`src/rtl/fazyrv_rf_port_pkg.sv`:
```
// Shared types and sizing helpers for the word-level RF access port.
// Holds the FSM state enum and chunk-count helpers.
package fazyrv_rf_port_pkg;

    typedef enum logic [1:0] {
        IDLE,
        SHIFT,
        DONE
    } state_t;

    function automatic int nchunk(input int cs);
        return 32 / cs;
    endfunction

    function automatic int cntw(input int cs);
        return ((32 / cs) > 2) ? $clog2(32 / cs) : 1;
    endfunction

endpackage

```
`src/rtl/fazyrv_rf_port_sreg.sv`:
```
// Combined write/capture chunk shifter: write word leaves LSB chunk first,
// captured chunks enter at the MSB so a full rotation rebuilds the word.
// Ports: clk_i, rst_in (sync, active-low), load_i, wdat_i, shift_i,
//        in_i (chunk in), out_o (chunk out), cap_o (captured word).
module fazyrv_rf_port_sreg #(
    parameter int CHUNKSIZE = 2
) (
    input  logic                 clk_i,
    input  logic                 rst_in,
    input  logic                 load_i,
    input  logic [31:0]          wdat_i,
    input  logic                 shift_i,
    input  logic [CHUNKSIZE-1:0] in_i,
    output logic [CHUNKSIZE-1:0] out_o,
    output logic [31:0]          cap_o
);

    logic [31:0] r_wsr;
    logic [31:0] r_cap;

    always_ff @(posedge clk_i) begin
        if (!rst_in) begin
            r_wsr <= '0;
            r_cap <= '0;
        end else if (load_i) begin
            r_wsr <= wdat_i;
            r_cap <= '0;
        end else if (shift_i) begin
            r_wsr <= r_wsr >> CHUNKSIZE;
            r_cap <= {in_i, r_cap[31:CHUNKSIZE]};
        end
    end

    assign out_o = r_wsr[CHUNKSIZE-1:0];
    assign cap_o = r_cap;

endmodule

```
`src/rtl/fazyrv_rf_port.sv`:
```
// Word-level read/write port onto the chunk-serial register file.
// Each access rotates x[addr] once: NCHUNK shift cycles, then a DONE pulse.
// Ports: clk_i, rst_in (sync, active-low), gnt_i, req_i/wr_i/addr_i/wdat_i
//        request side, ready_o/rdat_o completion, rf_* to/from the RF.
// Optional: FAZYRV_RF_PORT_WMASK_EN adds wstrb_i byte write strobes.
module fazyrv_rf_port
    import fazyrv_rf_port_pkg::*;
#(
    parameter int CHUNKSIZE = 2
) (
    input  logic                 clk_i,
    input  logic                 rst_in,
    input  logic                 gnt_i,
    input  logic                 req_i,
    input  logic                 wr_i,
    input  logic [4:0]           addr_i,
    input  logic [31:0]          wdat_i,
`ifdef FAZYRV_RF_PORT_WMASK_EN
    input  logic [3:0]           wstrb_i,
`endif
    output logic                 ready_o,
    output logic [31:0]          rdat_o,
    output logic                 rf_shft_o,
    output logic                 rf_shft_rd_o,
    output logic [4:0]           rf_rs1_o,
    output logic [4:0]           rf_rs2_o,
    output logic [4:0]           rf_rd_o,
    output logic [CHUNKSIZE-1:0] rf_res_o,
    output logic                 rf_we_o,
    input  logic [CHUNKSIZE-1:0] rf_ra_i
);

    localparam int NCHUNK = nchunk(CHUNKSIZE);
    localparam int CW     = cntw(CHUNKSIZE);

    state_t               r_state;
    state_t               w_state_nxt;
    logic [CW-1:0]        r_cnt;
    logic [CW-1:0]        w_cnt_nxt;
    logic [4:0]           r_addr;
    logic                 r_wr;
    logic                 w_accept;
    logic                 w_go;
    logic                 w_wen;
    logic [CHUNKSIZE-1:0] w_wsr_lsb;
    logic [CHUNKSIZE-1:0] w_cap_in;
    logic [31:0]          w_cap;

    assign w_accept = (r_state == IDLE) && req_i && gnt_i;
    assign w_go     = (r_state == SHIFT) && gnt_i;

    always_comb begin
        w_state_nxt = r_state;
        w_cnt_nxt   = r_cnt;
        unique case (r_state)
            IDLE: begin
                if (w_accept) w_state_nxt = SHIFT;
            end
            SHIFT: begin
                if (gnt_i) begin
                    if (r_cnt == CW'(NCHUNK - 1)) begin
                        w_state_nxt = DONE;
                        w_cnt_nxt   = '0;
                    end else begin
                        w_cnt_nxt = r_cnt + CW'(1);
                    end
                end
            end
            DONE: w_state_nxt = IDLE;
            default: w_state_nxt = IDLE;
        endcase
    end

    always_ff @(posedge clk_i) begin
        if (!rst_in) begin
            r_state <= IDLE;
            r_cnt   <= '0;
            r_addr  <= '0;
            r_wr    <= 1'b0;
        end else begin
            r_state <= w_state_nxt;
            r_cnt   <= w_cnt_nxt;
            if (w_accept) begin
                r_addr <= addr_i;
                r_wr   <= wr_i;
            end
        end
    end

`ifdef FAZYRV_RF_PORT_WMASK_EN
    logic [3:0] r_wstrb;

    always_ff @(posedge clk_i) begin
        if (!rst_in) begin
            r_wstrb <= '0;
        end else if (w_accept) begin
            r_wstrb <= wstrb_i;
        end
    end

    // Byte lane of the chunk currently under the RF head.
    assign w_wen = r_wr &
        r_wstrb[2'((32'(r_cnt) * CHUNKSIZE) >> 3)];
`else
    assign w_wen = r_wr;
`endif

    // x0 reads as zero regardless of what the RF presents.
    assign w_cap_in = (r_addr == 5'd0) ? '0 : rf_ra_i;

    fazyrv_rf_port_sreg #(
        .CHUNKSIZE(CHUNKSIZE)
    ) u_sreg (
        .clk_i  (clk_i),
        .rst_in (rst_in),
        .load_i (w_accept),
        .wdat_i (wdat_i),
        .shift_i(w_go),
        .in_i   (w_cap_in),
        .out_o  (w_wsr_lsb),
        .cap_o  (w_cap)
    );

    assign ready_o      = (r_state == DONE);
    assign rdat_o       = w_cap;
    assign rf_shft_o    = w_go;
    assign rf_shft_rd_o = 1'b0;
    assign rf_we_o      = w_go & w_wen;
    assign rf_res_o     = w_go ? w_wsr_lsb : '0;
    assign rf_rs1_o     = r_addr;
    assign rf_rs2_o     = r_addr;
    assign rf_rd_o      = r_addr;

endmodule

```
`config.mk`:
```
export PLATFORM = sky130hd
export DESIGN_NAME = fazyrv_rf_port
export DESIGN_NICKNAME = d
export VERILOG_FILES = /design/src/rtl/fazyrv_rf_port_pkg.sv /design/src/rtl/fazyrv_rf_port_sreg.sv /design/src/rtl/fazyrv_rf_port.sv
export SDC_FILE = /design/constraint.sdc
export NUM_CORES = 1
export LEC_CHECK = 0
export CORE_MARGIN = 1.5
export CORE_UTILIZATION = 49
export CTS_BUF_LIST = sky130_fd_sc_hd__clkbuf_8
export DETAILED_ROUTE_END_ITERATION = 8
export PLACE_DENSITY = 0.82
export RECOVER_POWER = 50
export SYNTH_ARGS = -nofsm -noshare
export SYNTH_HDL_FRONTEND = slang
export SYNTH_HIERARCHICAL = 1
export SYNTH_SLANG_ARGS = --single-unit
```
`constraint.sdc`:
```
create_clock -name clk_i -period 1.85 [get_ports clk_i]
set_input_delay 0.185 -clock clk_i [delete_from_list [all_inputs] [get_ports clk_i]]
set_output_delay 0.185 -clock clk_i [all_outputs]
set_load 0.03 [all_outputs]
```
==> impl_metrics.yaml, run 1 <==
die:
  chipWidth_um: 86.3
  initial_utilization: 0.503
  die_area_mm2: 0.00745
  core_mm2: 0.00676
  row_count: 30
  pin_count: 97
  die_h_um: 86.3
setup_path:
  cp.depth: 2
  worstPathCellList: "nor2b_1 > clkdlybuf4s50_1"
  timing.critical_path.to_type: "primary output"
  cp.arrival_ps: 1510
  worstSetupStartpointType: "flip-flop"
  reg2reg_slack_ps: 280
  cp_slowest_cell: "clkdlybuf4s50_1"
  cp_max_fo: 4
  critical-path-top-delay-family: "buffers and inverters"
  critPathRequiredTime_ps: 1660
  max_stage_delay_ps: 680
  reg2reg_depth: 4
  criticalPathCategory: "reg2out"
  cp_num_buf_inv: 1
clock_tree:
  clk_latency_ps: 340
  cts_buffer_depth: 2
  clock_sinks: 76
  root_buffer: "clkbuf_8"
  ctsHoldBuffers: 0
  post_cts_buffers: 0
  path_clk_slew_ps: 80
  postCtsResizedCells: 0
  cts_htree_levels: 3
  cts_buffers: 9
  cts_tree: "done"
timing:
  max_clock_freq_mhz: 589
  skew_ps: 7.05
  final_max_slew_viol_count: 0
  finalCritPeriodShare: 0.918
  fin_crit_ps: 1700
  finalSetupTns_ps: 0
  rsz0062_at_grt: "no"
  hold_viol_final: 0
  setup_viol: 0
grt:
  grt_overflow: 0
  grt_pass1_vias: 2406
  grt_usage: 0.186
  grt_max_degree: 33
  grt_pass1_wl_um: 10900
  antenna_found_initial: 0
yosys:
  yosysTopAreaCellShare: 0.448
  synth.avg_cell_area_um2: 10.7
  yosys.area.top_type: "dfxtp_1"
  ys.flop_type: "dfxtp_1"
  syn_nets: 362
  synthCells: 317
  ys_warn_count: 6
  yosysMostFrequentCell: "dfxtp_1"
  syn_area_mm2: 0.00340
  synth-edff-count: 0
  ys_ff_latch: 76
  synth_cell_types: 31
  synth.area.top_cells: "dfxtp_1 (45%), mux2i_1 (11%), mux2_2 (9.9%), o211a_1 (8.8%), nand2b_1 (5.0%)"
  yosysSeqAreaShare: 0.448
  netlist_top_cells_count: "dfxtp_1 (76), mux2i_1 (39), nor2_1 (33), mux2_2 (30), o211a_1 (30)"
  async_reset_ff_frac: 0
cells_and_area:
  multi_input_area_mm2: 0.00164
  nNetsFinal: 443
  fill_cells: 531
  syn2layout_area_growth_pct: 33.6
  antenna_cells: 0
  final_layout_size_suffix_gt1_frac: 0.149
  stdcell_count: 483
  seq_area_mm2: 0.00152
placement:
  post-place-cells: 467
  gp_congestion: 0.725
  portBuffers: 95
  dp_hpwl_um: 4580
detailed_routing:
  route.detailed.drc: 0
  viasPerCell: 5.10
  drtPass1Iterations: 4
  drtIter0Drc: 70
  final_antenna_net_count: 0
  wl_um: 6500
  wire_per_inst_um: 13.5
  vias: 2464
min_path:
  holdPathStages: 3
  min_path_type: "in2reg"
run_status:
  status: "finished, final reports clean"
power:
  total_power_mw: 3.44
  ir_worst_vdd_mv: 0.599
  p_leak_nw: 1.97
  powerDensity_mw_per_mm2: 758
job:
  maxCapViolations: 0
[placed cells by master (no fill, tap or decap), drive strengths merged, types with 2 or more instances in the layout]
master	netlist	final
clkdlybuf4s50	0	91
dfxtp	76	76
mux2i	39	39
nor2	33	33
mux2	30	30
o211a	30	30
nand2b	27	27
buf	30	14
nor2b	11	11
clkbuf	6	11
nand2	6	6
or2b	5	5
and2	3	3
and3	3	3
or3b	2	2
a21boi	2	2
clkinv	0	2
inv	0	2
[area by class of cell]
| cell class | count | share of cell area |
|---|---|---|
| clock buffer | 10 | 0.0303 |
| clock inverter | 6 | 0.0141 |
| multi-input combinational | 205 | 0.360 |
| sequential | 76 | 0.335 |
| tap | 80 | 0.0220 |
| timing repair buffer | 106 | 0.238 |
[where the power goes]
| part | switching [mW] | internal (mW) | total (mW) |
|---|---|---|---|
| registers | 0.0325 | 1.70 | 1.73 |
| logic | 0.189 | 0.268 | 0.458 |
| clock network | 0.597 | 0.659 | 1.26 |
[final timing paths]
path,startpoint,endpoint
worst max-delay path,r_state[1],ready_o
worst min-delay path,wdat_i[30],u_sreg/r_wsr[30]
worst max register to register,r_state[0],rf_rd_o[3]
worst min register to register,u_sreg/cap_o[1],u_sreg/cap_o[1]
[cells by family (layout without fill, tap and decap cells)]
| group | Yosys count | in the layout | share of synthesized area |
|---|---|---|---|
| flops | 76 | 76 | 0.448 |
| other cells | 1 | 1 | 0.00110 |
| fa+ha+maj | 1 | 1 | 0.00368 |
| mux | 69 | 69 | 0.214 |
| compound gates | 37 | 37 | 0.103 |
| buf+inv | 36 | 122 | 0.0725 |
| simple gates | 97 | 97 | 0.158 |
[tightest hold or removal path, stage by stage]
cell,delay [ps]
clkdlybuf4s50_1,400
nand2_1,60
a21boi_0,60
[state kept, by name (all words and copies together), names as in the netlist]
name	cells
r_wr	1
rf_rd_o	5
r_state	2
u_sreg/r_wsr	32
u_sreg/cap_o	32
r_cnt	4
[per-stage QoR]
step / hold slack (ps) / area (um2) / util / worst slack [ps]
after CTS: 386 / 4540 / 0.673 / 134
final: 411 / 4540 / 0.672 / 151
after detailed placement: 488 / 4340 / 0.643 / 74.6
after global routing: 414 / 4540 / 0.672 / 79.4
after global placement: 469 / 4340 / 0.643 / 97.8
after floorplan: 324 / 3400 / - / 213
[layer usage]
metal,share of wire,up-vias,GRT usage,wire length (um)
met5,0,-,0,0
met4,0.0075,0,0.0836,49
met3,0.052,6,0.0476,338
met2,0.50,66,0.313,3220
met1,0.44,1148,0.225,2890
li1,-,1244,-,-
No activity file was read; power rests on OpenSTA's default activity.
==> inputs of run 2 (changes only) <==
--- a/config.mk
+++ b/config.mk
@@ -9,6 +9,7 @@
 export CORE_UTILIZATION = 49
 export CTS_BUF_LIST = sky130_fd_sc_hd__clkbuf_8
 export DETAILED_ROUTE_END_ITERATION = 8
+export GPL_ROUTABILITY_DRIVEN = 0
 export PLACE_DENSITY = 0.82
 export RECOVER_POWER = 50
 export SYNTH_ARGS = -nofsm -noshare
==> results of run 2 <==
Final layout, timing and power as in run 1 (identical DEF).
